[src/rtl/multicycle_control.sv]
// Multi-cycle control FSM: sequences FETCH/DECODE/EXEC/MEM/WB for each
// instruction, handshakes with stallable instruction/data memories, and
// bounds every memory stall with a timeout that parks the FSM in HALT.
//
// Handshake: imem_req/dmem_req stay high for every cycle spent waiting in
// FETCH/MEM; a transfer completes in the cycle where req and ready are both
// high. A ready seen in any other state is ignored.
module multicycle_control #(
  parameter int OPW     = 6,
  parameter int ALUW    = 5,
  parameter int TMO_W   = 4,
  parameter int TMO_MAX = 15
) (
  input  logic            clk,
  input  logic            reset,
  input  logic [31:0]     instr,
  input  logic            imem_ready,
  input  logic            dmem_ready,
  input  logic            cmp_le,
  output logic            imem_req,
  output logic            dmem_req,
  output logic            dmem_we,
  output logic            ir_write,
  output logic            pc_write,
  output logic [1:0]      pc_src,
  output logic            alu_src,
  output logic [ALUW-1:0] alu_ctrl,
  output logic            reg_dst,
  output logic            mem_to_reg,
  output logic            reg_write,
  output logic            link,
  output logic [1:0]      fault,
  output logic [2:0]      dbg_state
);

  localparam logic [2:0] S_FETCH  = 3'd0;
  localparam logic [2:0] S_DECODE = 3'd1;
  localparam logic [2:0] S_EXEC   = 3'd2;
  localparam logic [2:0] S_MEM    = 3'd3;
  localparam logic [2:0] S_WB     = 3'd4;
  localparam logic [2:0] S_HALT   = 3'd5;

  localparam logic [OPW-1:0] OP_ANDR = OPW'(6'b100000);
  localparam logic [OPW-1:0] OP_NORR = OPW'(6'b100110);
  localparam logic [OPW-1:0] OP_NOTR = OPW'(6'b000100);
  localparam logic [OPW-1:0] OP_ROLV = OPW'(6'b000000);
  localparam logic [OPW-1:0] OP_RORV = OPW'(6'b000010);
  localparam logic [OPW-1:0] OP_NORI = OPW'(6'b001110);
  localparam logic [OPW-1:0] OP_LW   = OPW'(6'b100011);
  localparam logic [OPW-1:0] OP_SW   = OPW'(6'b101011);
  localparam logic [OPW-1:0] OP_BLEU = OPW'(6'b010000);
  localparam logic [OPW-1:0] OP_JR   = OPW'(6'b001000);
  localparam logic [OPW-1:0] OP_JAL  = OPW'(6'b000011);

  // Last cycle on which a stalled memory may still answer.
  localparam logic [TMO_W-1:0] TMO_LAST = TMO_W'(TMO_MAX - 1);

  logic [2:0]      state_q, state_d;
  logic [OPW-1:0]  op_q, op_d;
  logic [ALUW-1:0] alu_q, alu_d;
  logic [TMO_W-1:0] tmo_q, tmo_d;
  logic [1:0]      fault_q, fault_d;

  logic is_rtype, is_nori, is_lw, is_sw, is_bleu, is_jr, is_jal, is_known;

  // Only the opcode and ALU fields of the instruction word matter here.
  logic unused_instr;
  assign unused_instr = ^instr;

  assign is_rtype = (op_q == OP_ANDR) || (op_q == OP_NORR) || (op_q == OP_NOTR) ||
                    (op_q == OP_ROLV) || (op_q == OP_RORV);
  assign is_nori  = (op_q == OP_NORI);
  assign is_lw    = (op_q == OP_LW);
  assign is_sw    = (op_q == OP_SW);
  assign is_bleu  = (op_q == OP_BLEU);
  assign is_jr    = (op_q == OP_JR);
  assign is_jal   = (op_q == OP_JAL);
  assign is_known = is_rtype || is_nori || is_lw || is_sw || is_bleu || is_jr || is_jal;

  // Next-state, IR capture, stall timeout and sticky fault.
  always_comb begin
    state_d = state_q;
    op_d    = op_q;
    alu_d   = alu_q;
    tmo_d   = '0;
    fault_d = fault_q;
    case (state_q)
      S_FETCH: begin
        if (imem_ready) begin
          op_d    = instr[31:32-OPW];
          alu_d   = instr[31:32-ALUW];
          state_d = S_DECODE;
        end else if (tmo_q == TMO_LAST) begin
          fault_d = 2'd2;
          state_d = S_HALT;
        end else begin
          tmo_d = tmo_q + TMO_W'(1);
        end
      end
      S_DECODE: begin
        if (is_known) begin
          state_d = S_EXEC;
        end else begin
          fault_d = 2'd1;
          state_d = S_HALT;
        end
      end
      S_EXEC: begin
        if (is_rtype || is_nori)  state_d = S_WB;
        else if (is_lw || is_sw)  state_d = S_MEM;
        else                      state_d = S_FETCH;
      end
      S_MEM: begin
        if (dmem_ready) begin
          state_d = is_sw ? S_FETCH : S_WB;
        end else if (tmo_q == TMO_LAST) begin
          fault_d = 2'd3;
          state_d = S_HALT;
        end else begin
          tmo_d = tmo_q + TMO_W'(1);
        end
      end
      S_WB:    state_d = S_FETCH;
      S_HALT:  state_d = S_HALT;
      default: state_d = S_FETCH;
    endcase
  end

  // State registers with synchronous reset.
  always_ff @(posedge clk) begin
    if (reset) begin
      state_q <= S_FETCH;
      op_q    <= '0;
      alu_q   <= '0;
      tmo_q   <= '0;
      fault_q <= '0;
    end else begin
      state_q <= state_d;
      op_q    <= op_d;
      alu_q   <= alu_d;
      tmo_q   <= tmo_d;
      fault_q <= fault_d;
    end
  end

  // Control outputs; reset forces reset values in the same cycle.
  always_comb begin
    imem_req   = 1'b0;
    dmem_req   = 1'b0;
    dmem_we    = 1'b0;
    ir_write   = 1'b0;
    pc_write   = 1'b0;
    pc_src     = 2'd0;
    alu_src    = 1'b0;
    alu_ctrl   = '0;
    reg_dst    = 1'b0;
    mem_to_reg = 1'b0;
    reg_write  = 1'b0;
    link       = 1'b0;
    fault      = 2'd0;
    if (reset) begin
      imem_req = 1'b1;
    end else begin
      alu_ctrl = alu_q;
      fault    = fault_q;
      case (state_q)
        S_FETCH: begin
          imem_req = 1'b1;
          ir_write = imem_ready;
          pc_write = imem_ready;
        end
        S_EXEC: begin
          alu_src = is_nori || is_lw || is_sw;
          if (is_bleu) begin
            pc_write = cmp_le;
            pc_src   = 2'd1;
          end else if (is_jr) begin
            pc_write = 1'b1;
            pc_src   = 2'd3;
          end else if (is_jal) begin
            pc_write  = 1'b1;
            pc_src    = 2'd2;
            reg_write = 1'b1;
            link      = 1'b1;
          end
        end
        S_MEM: begin
          dmem_req = 1'b1;
          dmem_we  = is_sw;
        end
        S_WB: begin
          reg_write  = 1'b1;
          reg_dst    = is_rtype;
          mem_to_reg = is_lw;
        end
        default: ;
      endcase
    end
  end

  assign dbg_state = state_q;

endmodule

[config.mk]
export PLATFORM = sky130hd
export DESIGN_NAME = multicycle_control
export DESIGN_NICKNAME = d
export VERILOG_FILES = /design/src/rtl/multicycle_control.sv
export SDC_FILE = /design/constraint.sdc
export NUM_CORES = 1
export LEC_CHECK = 0
export BUFFER_PORTS_ARGS = -buffer_cell sky130_fd_sc_hd__buf_4
export CORE_UTILIZATION = 30
export DETAILED_ROUTE_END_ITERATION = 8
export SETUP_SLACK_MARGIN = 0.15
export SYNTH_ARGS = -nofsm -noshare
export SYNTH_HDL_FRONTEND = slang
export SYNTH_SLANG_ARGS = --single-unit
[constraint.sdc]
create_clock -name clk -period 5.22 [get_ports clk]
set_input_delay 0.522 -clock clk [delete_from_list [all_inputs] [get_ports clk]]
set_output_delay 0.522 -clock clk [all_outputs]
set_load 0.1 [all_outputs]
* Word-level counts from Yosys, hierarchy flattened
Index checks and enable logic that the tools add are counted.
Storage, ports and cells: flip-flop bits (word level) 20, bits of input ports 37
Cells by class: $add $sub $neg 1, eq/ne operators 21, multiplexer cells 50, reductions and logical operators 18
Operator list (number):
- $eq A6 B6 Y1 const B | 4
- $mux W2 | 12
- $mux W1 | 23
- $mux W3 | 6
- $pmux W3 S5 | 1
- $logic_or A1 B1 Y1 | 13
- $eq A6 B2 Y1 const B | 2
- $eq A6 B4 Y1 const B | 2
- $mux W4 | 3
- $ne A2 B2 Y1 const B | 5
- $pmux W4 S2 | 1
- $eq A3 B2 Y1 const B | 2
- $eq A3 B3 Y1 const B | 2
- $eq A6 B3 Y1 const B | 1
- $eq A6 B5 Y1 const B | 1
- $logic_not A6 Y1 | 1
- $pmux W2 S3 | 1
- $reduce_and A6 Y1 | 1
- $mux W5 | 1
- $add A4 B1 Y4 const B | 1
- $eq A4 B4 Y1 const B | 1
- $pmux W1 S2 | 2
- $eq A3 B1 Y1 const B | 1
- $logic_not A3 Y1 | 1
- 2 further kinds | 2

* Depth between registers and ports, before layout
Gate-level depths: netlist of the first run.
word-level depth 13, depth in mapped cells 7

* Worst setup path before layout of the first run
No wires, ideal clock.
path kind register -> output, start point reg state_q[2] (netlist: dbg_state[2]), end point out reg_dst, arrival 4.421 ns, slack 0.277 ns, cell stages (with the launch flop) 5, buffers on the path 1, path through dfxtp_1 -> clkbuf_1 -> nand2b_1 -> nand3b_1 -> nor4_1
On the way: word-level cells in the longest chain between the ends 3
RTL lines:
- start: declaration | RTL line 58 | logic [2:0] state_q, state_d;
- start signal: assignment | RTL line 138 | state_q <= state_d;
- $eq A3 B3 Y1 | RTL line 166 | case (state_q)
- $mux W1 | RTL line 166
- $mux W1 | RTL line 161 | if (reset) begin
- end: declaration | RTL line 28 | output logic reg_dst,
No other way between the ends.

* Final worst setup path of the first run
start point reg op_q[5], end point out pc_write
On the way: word-level cells in the longest chain between the ends 6, elaborated cells on any way between the ends 8
RTL lines:
- start: declaration | RTL line 59 | logic [OPW-1:0] op_q, op_d;
- start signal: assignment | RTL line 139 | op_q <= op_d;
- $eq A6 B2 Y1 | RTL line 77 | assign is_jal = (op_q == OP_JAL);
- $mux W1 | RTL line 180 | end else if (is_jal) begin
- $mux W1 | RTL line 177 | end else if (is_jr) begin
- $mux W1 (*) | RTL line 174 | if (is_bleu) begin
- $pmux W1 S2 (*) | RTL line 166
- $mux W1 (*) | RTL line 161
- end: declaration | RTL line 24 | output logic pc_write,
Mark *: on every way between the ends. The rest lies on a longest branch, timed or not.

==> flow_summary.ini, run 1 <==
[clocking]
cts_inserted_buffers = 3
cts_buffer_depth = 2
post_cts_resized = 0
cts_setup_buffers = 0
hold_buffers = 0
cts_tree = done
cts_root_buf = clkbuf_4
h-tree-depth = 1
clk_pin_slew_worst_paths_ns = 0.09
clock_sinks = 15
clk_latency_ns = 0.28

[worst_setup_path]
crit_top_cell = o21ai_0
slowest_delay_ns = 0.62
cp_data_required_time_ns = 4.70
slowest_stage = or4_4
crit_type = reg2out
cp.arrival_ns = 2.20
cp-end-kind = output pin
worst_setup_path_start_kind = register
crit_chain = or4_4 -> a21o_1 -> a21oi_1 -> o21ai_0 -> o21ai_0 -> buf_4
crit_fanout = 15

[global_route]
overflow = 0
grt_pass1_wl_um = 4910
gr-max-usage-layer = met2
first_global_vias = 1122
track_usage = 0.155
antenna_found_initial = 0
grtUsageMet3 = 0.0239
grtUsageMet1 = 0.198
grt_start_max_net_pins = 26
met2_usage = 0.245

[floorplanning]
core-area_mm2 = 0.00342
rows = 21
die_h_um = 62.3
die_area_mm2 = 0.00389
dieWidth_um = 62.3
ios = 59
start_util = 0.320

[yosys]
synth_nets = 192
synthAdderAreaFrac = 0.0412
synth_edf_count = 0
yosysWarningCount = 0
ys_async_sr_fraction = 0
synth.avg_cell_area_um2 = 7.14
ys_ff_latch = 15
yosys.area_share.simple = 0.388
ys_seq_area_frac = 0.275
muxShareOfSynthArea = 0.00916
ys_top_cells_by_count = nor2_1 (19), nand2_1 (18), dfxtp_1 (15)
yosys.area.top_type = dfxtp_1
synth_top_cells_by_area = dfxtp_1 (27%), nor2_1 (6.5%), nand2_1 (6.2%)
synth_cell_types = 40
synth_xor_area_frac = 0.0401
netlist_instances = 153
synth_top_family_by_area = simple AND/OR/NAND/NOR gates
synth_top_area_share = 0.275
synth_most_common_cell = nor2_1
synth_area_mm2 = 0.00109
ys.flop_type = dfxtp_1
synth_compound_area_frac = 0.187

[power]
pwr-share-comb = 0.415
peakVddDrop_mv = 0.111
power_switching_uw = 164
swShare = 0.448
p_per_area_mw_per_mm2 = 267
leakage_nw = 0.555
pwr-share-seq = 0.401
clock_power_share = 0.184
p_int_uw = 201
power.total_uw = 365

[route]
drt_iter0_drc = 31
vias_per_cell = 4.95
drc = 0
dr.pass1.iters = 4
post_drt_wl_per_cell_um = 12.2
num_vias = 1104
wl_um = 2720
ant_nets = 0

[timing]
slew_headroom = 0.670
hold_viol_final = 0
hold_ws_ns = 0.468
timing.final.ws_setup_ns = 2.50
setup-tns-final_ns = 0
finalSetupViolations = 0
fin_worst_skew_ns = 0.00569
slew_viol_final = 0
max_freq_ghz = 0.368
rsz0062_at_grt = false
period_minus_slack_ns = 2.72
post-route-period-util = 0.521
worst_pin_slew_ns = 0.494

[layout]
drive_gt1_frac = 0.243
nNetsFinal = 217
seqCellArea_um2 = 300
multi_input_area_um2 = 727
syn_to_final_growth_pct = 25.1
antennaDiodeCount = 0
n_fill_cell = 379
final_cells = 223

[status]
status = completed

[place]
dp.cells = 219
portBuffers = 32
place_ws_ns = 2.73
gp_congestion = 0.834
dp_hpwl_um = 2010

[run]
max_cap_viol_count = 0

[worst_hold_path]
hold_class = reg2reg
## metrics by stage
stage | instance area, um^2 | util
2_1_floorplan | 1090 | -
3_3_place_gp | 1340 | 0.392
3_5_place_dp | 1340 | 0.392
4_1_cts | 1370 | 0.400
5_1_grt | 1370 | 0.400
6_report | 1370 | 0.400
## sequential cells by signal (all words and copies together) (netlist names)
| name | count |
|---|---|
| dbg_state | 3 |
| op_q | 6 |
| tmo_q | 4 |
| fault_q | 2 |
## power groups by stage
stage / logic (mW) / clock network (mW) / registers [mW]
3_5_place_dp: 0.151 / 0 / 0.149
6_report: 0.151 / 0.0671 / 0.146
3_3_place_gp: 0.150 / 0 / 0.148
2_1_floorplan: 0.120 / 0 / 0.149
5_1_grt: 0.162 / 0.0760 / 0.150
4_1_cts: 0.152 / 0.0695 / 0.146
## cells by family after synthesis
group,Yosys count
xor+xnor,5
mux,1
flops,15
simple gates,80
compound gates,32
buf+inv,16
fa+ha+maj,4
## cells in the final DEF, fill, tap and decap left out, drive strengths merged, types with 2 or more instances in the layout
master  synthesis  final
inv             4      4
nor2           19     19
and4bb          2      2
xnor2           3      3
xor2            2      2
or4             3      3
o21ai           8      8
ha              2      2
nand2b          5      5
and2            2      2
nand2          18     18
maj3            2      2
o22ai           3      3
nand3           4      4
a21o            2      2
and3            2      2
o31ai           2      2
or3             2      2
a21oi          13     13
dfxtp          15     15
clkbuf          7      4
nor4            2      2
buf             5     32
nor3            8      8
nor2b           9      9
## critical path: cells and delay by family, from the launching register on
family / cells / cell delay [ns]
buffers and inverters: 1 / 0.31
AOI/OAI and AO/OA: 4 / 0.51
and+or+nand+nor: 1 / 0.62
DFF: 1 / 0.47
## worst paths after layout
path / end / from / slack, ns / cells past startpoint
max: pc_write / op_q[5]$_SDFFE_PP0P_ / 2.50 / 6
min: tmo_q[0]$_SDFF_PP0_ / tmo_q[0]$_SDFF_PP0_ / 0.47 / 1
max reg2reg: fault_q[0]$_SDFFE_PP0P_ / op_q[5]$_SDFFE_PP0P_ / 3.16 / 5
min reg2reg: tmo_q[0]$_SDFF_PP0_ / tmo_q[0]$_SDFF_PP0_ / 0.47 / 1
## per-layer routing
metal,vias to the layer above,routed length [um]
met4,0,57
met2,28,1250
met1,496,1310
li1,575,-
met3,5,107
met5,-,0
## area by class of cell
cell class,instances,share of cell area
multi-input cells,122,0.532
flip-flops and latches,15,0.220
inverters,4,0.0110
well taps,46,0.0421
repair buffers,32,0.176
clock buffers,4,0.0192
No activity file was read; power rests on OpenSTA's default activity.
==> run 2, diff against run 1 <==
--- a/config.mk
+++ b/config.mk
@@ -5,6 +5,7 @@
 export SDC_FILE = /design/constraint.sdc
 export NUM_CORES = 1
 export LEC_CHECK = 0
+export ABC_AREA = 1
 export BUFFER_PORTS_ARGS = -buffer_cell sky130_fd_sc_hd__buf_4
 export CORE_UTILIZATION = 30
 export DETAILED_ROUTE_END_ITERATION = 8
==> constraint.sdc (replaced) <==
create_clock -name clk -period 2.47 [get_ports clk]
set_input_delay 0.247 -clock clk [delete_from_list [all_inputs] [get_ports clk]]
set_output_delay 0.247 -clock clk [all_outputs]
set_load 0.1 [all_outputs]
==> flow_summary.ini, run 2 <==
[clocking]
cts_root_buf = clkbuf_4
post_cts_resized = 0
h-tree-depth = 1
cts_setup_buffers = 0
cts_buffer_depth = 2
hold_buffers = 0
clk_pin_slew_worst_paths_ns = 0.09
cts_tree = done
clock_sinks = 15
cts_inserted_buffers = 3
clk_latency_ns = 0.28

[global_route]
grt_start_max_net_pins = 17
antenna_found_initial = 0
grt_pass1_wl_um = 4390
track_usage = 0.163
overflow = 0
first_global_vias = 1039

[yosys]
synth_most_common_cell = nor2_1
synth_top_cells_by_area = dfxtp_1 (30%), nor2_1 (10%), nand2_1 (8.6%)
synth_cell_types = 27
yosys.area.top_type = dfxtp_1
netlist_instances = 151
synth_top_family_by_area = simple AND/OR/NAND/NOR gates
ys_async_sr_fraction = 0
yosys.area_share.simple = 0.434
synth_top_area_share = 0.298
synth_xor_area_frac = 0.0174
synth_edf_count = 0
synth_area_mm2 = 0.00101
synth_compound_area_frac = 0.127
ys_seq_area_frac = 0.298
ys_top_cells_by_count = nor2_1 (27), nand2_1 (23), inv_1 (18)
ys.flop_type = dfxtp_1
muxShareOfSynthArea = 0
yosysWarningCount = 0
synth.avg_cell_area_um2 = 6.68
synthAdderAreaFrac = 0.0248
synth_nets = 190
ys_ff_latch = 15

[floorplanning]
die_area_mm2 = 0.00360
rows = 20
dieWidth_um = 60.0
ios = 59
core-area_mm2 = 0.00313
die_h_um = 60.0
start_util = 0.322

[route]
ant_nets = 0
wl_um = 2480
post_drt_wl_per_cell_um = 10.9
drt_iter0_drc = 34
vias_per_cell = 4.75
num_vias = 1082
drc = 0
dr.pass1.iters = 4

[layout]
layout_common_cells = buf_4 (32), nand2_1 (23), nor2_1 (22), inv_1 (18)
largest-register = op_q
drive_gt1_frac = 0.397
antennaDiodeCount = 0
fin_util = 0.443
n_fill_cell = 330
mostFrequentLayoutCell = buf_4
largest_reg_flops = 6
syn_to_final_growth_pct = 37.3
nNetsFinal = 224

[timing]
timing.final.ws_setup_ns = 0.341
period_minus_slack_ns = 2.13
fin_worst_skew_ns = 0.00242
slew_viol_final = 0
slew_headroom = 0.693
finalSetupViolations = 0
rsz0062_at_grt = false
hold_viol_final = 0
max_freq_ghz = 0.470
post-route-period-util = 0.862
setup-tns-final_ns = 0
worst_pin_slew_ns = 0.460

[worst_setup_path]
ff2ff_setup_slack_ns = 0.82
crit_fanout = 4
crit_end = pc_write
cp-end-kind = output pin
r2r_cells = 9
crit_type = reg2out
r2r-start = dbg_state[2]$_SDFF_PP0_
worst_setup_path_start_kind = register
cp_data_required_time_ns = 2.22
setup.worst_path.start = op_q[0]$_SDFFE_PP0P_
cp.arrival_ns = 1.88
r2r_end = fault_q[0]$_SDFFE_PP0P_

[power]
power_switching_uw = 945
p_int_uw = 632
clock_power_share = 0.089
leakage_nw = 0.671
peakVddDrop_mv = 0.310
swShare = 0.599
p_per_area_mw_per_mm2 = 1140
pwr-share-comb = 0.667
pwr-share-seq = 0.244

[status]
status = completed

[worst_hold_path]
hold_class = in2reg

[place]
gp_congestion = 0.811
dp_hpwl_um = 2080
portBuffers = 32
place_ws_ns = 0.549

[run]
max_cap_viol_count = 0
## run 2: logic make-up after synthesis
| kind of cell | count (synthesis) |
|---|---|
| xor gates and xnor gates | 2 |
| AOI/OAI and AO/OA | 20 |
| buffers and inverters | 26 |
| and+or+nand+nor | 86 |
| DFF | 15 |
| adders and majority gates | 2 |
## run 2: per-layer routing
layer  up-vias  part of all wire  GRT usage
li1        556                 -          -
met2        21              0.51      0.298
met5         -                 0          0
met3         5             0.038     0.0346
met4         0             0.017     0.0698
met1       500              0.44      0.180
## run 2: final cells by class
type                    count  area (um^2)  share of cell area
clock buffers               3         22.5              0.0163
clock inverters             1         5.00             0.00361
inverters                  23         86.3              0.0623
multi-input cells         110          669               0.483
flip-flops and latches     15          307               0.221
well taps                  44         55.1              0.0397
repair buffers             32          240               0.173
## run 2: how the worst min path moves through the flow
stage,start,endpoint,slack (ns),depth (start not counted)
after floorplan,instr[27],op_q[1]$_SDFFE_PP0P_,0.39,1
after global placement,tmo_q[0]$_SDFF_PP0_,tmo_q[0]$_SDFF_PP0_,0.44,1
after detailed placement,tmo_q[0]$_SDFF_PP0_,tmo_q[0]$_SDFF_PP0_,0.46,1
after CTS,instr[27],op_q[1]$_SDFFE_PP0P_,0.18,2
after global routing,instr[28],op_q[2]$_SDFFE_PP0P_,0.18,2
final,instr[27],op_q[1]$_SDFFE_PP0P_,0.19,2
## run 2: worst max-delay path, cell delays in order, from the launching register on
cell and delay [ns]:
dfxtp_1 0.34, nor2_1 0.23, nand2_1 0.10, nor2_2 0.21
nor2_2 0.11, o32ai_4 0.27, buf_4 0.33
## run 2: per-stage QoR
| step | power (mW) | hold slack, ns | cell area, um^2 | std cells |
|---|---|---|---|---|
| final | 1.58 | 0.186 | 1390 | 228 |
| after global routing | 1.70 | 0.175 | 1390 | 228 |
| after CTS | 1.58 | 0.177 | 1380 | 228 |
| after detailed placement | 1.44 | 0.462 | 1360 | 224 |
| after global placement | 1.43 | 0.445 | 1360 | 224 |
| after floorplan | 1.25 | 0.388 | 1070 | 151 |
## run 2: power by group through the flow
stage	Clock (mW)	Combinational, mW	Sequential [mW]
after floorplan	0	0.760	0.492
after global placement	0	1.04	0.388
after detailed placement	0	1.05	0.391
after CTS	0.148	1.05	0.385
after global routing	0.165	1.14	0.397
final	0.140	1.05	0.386
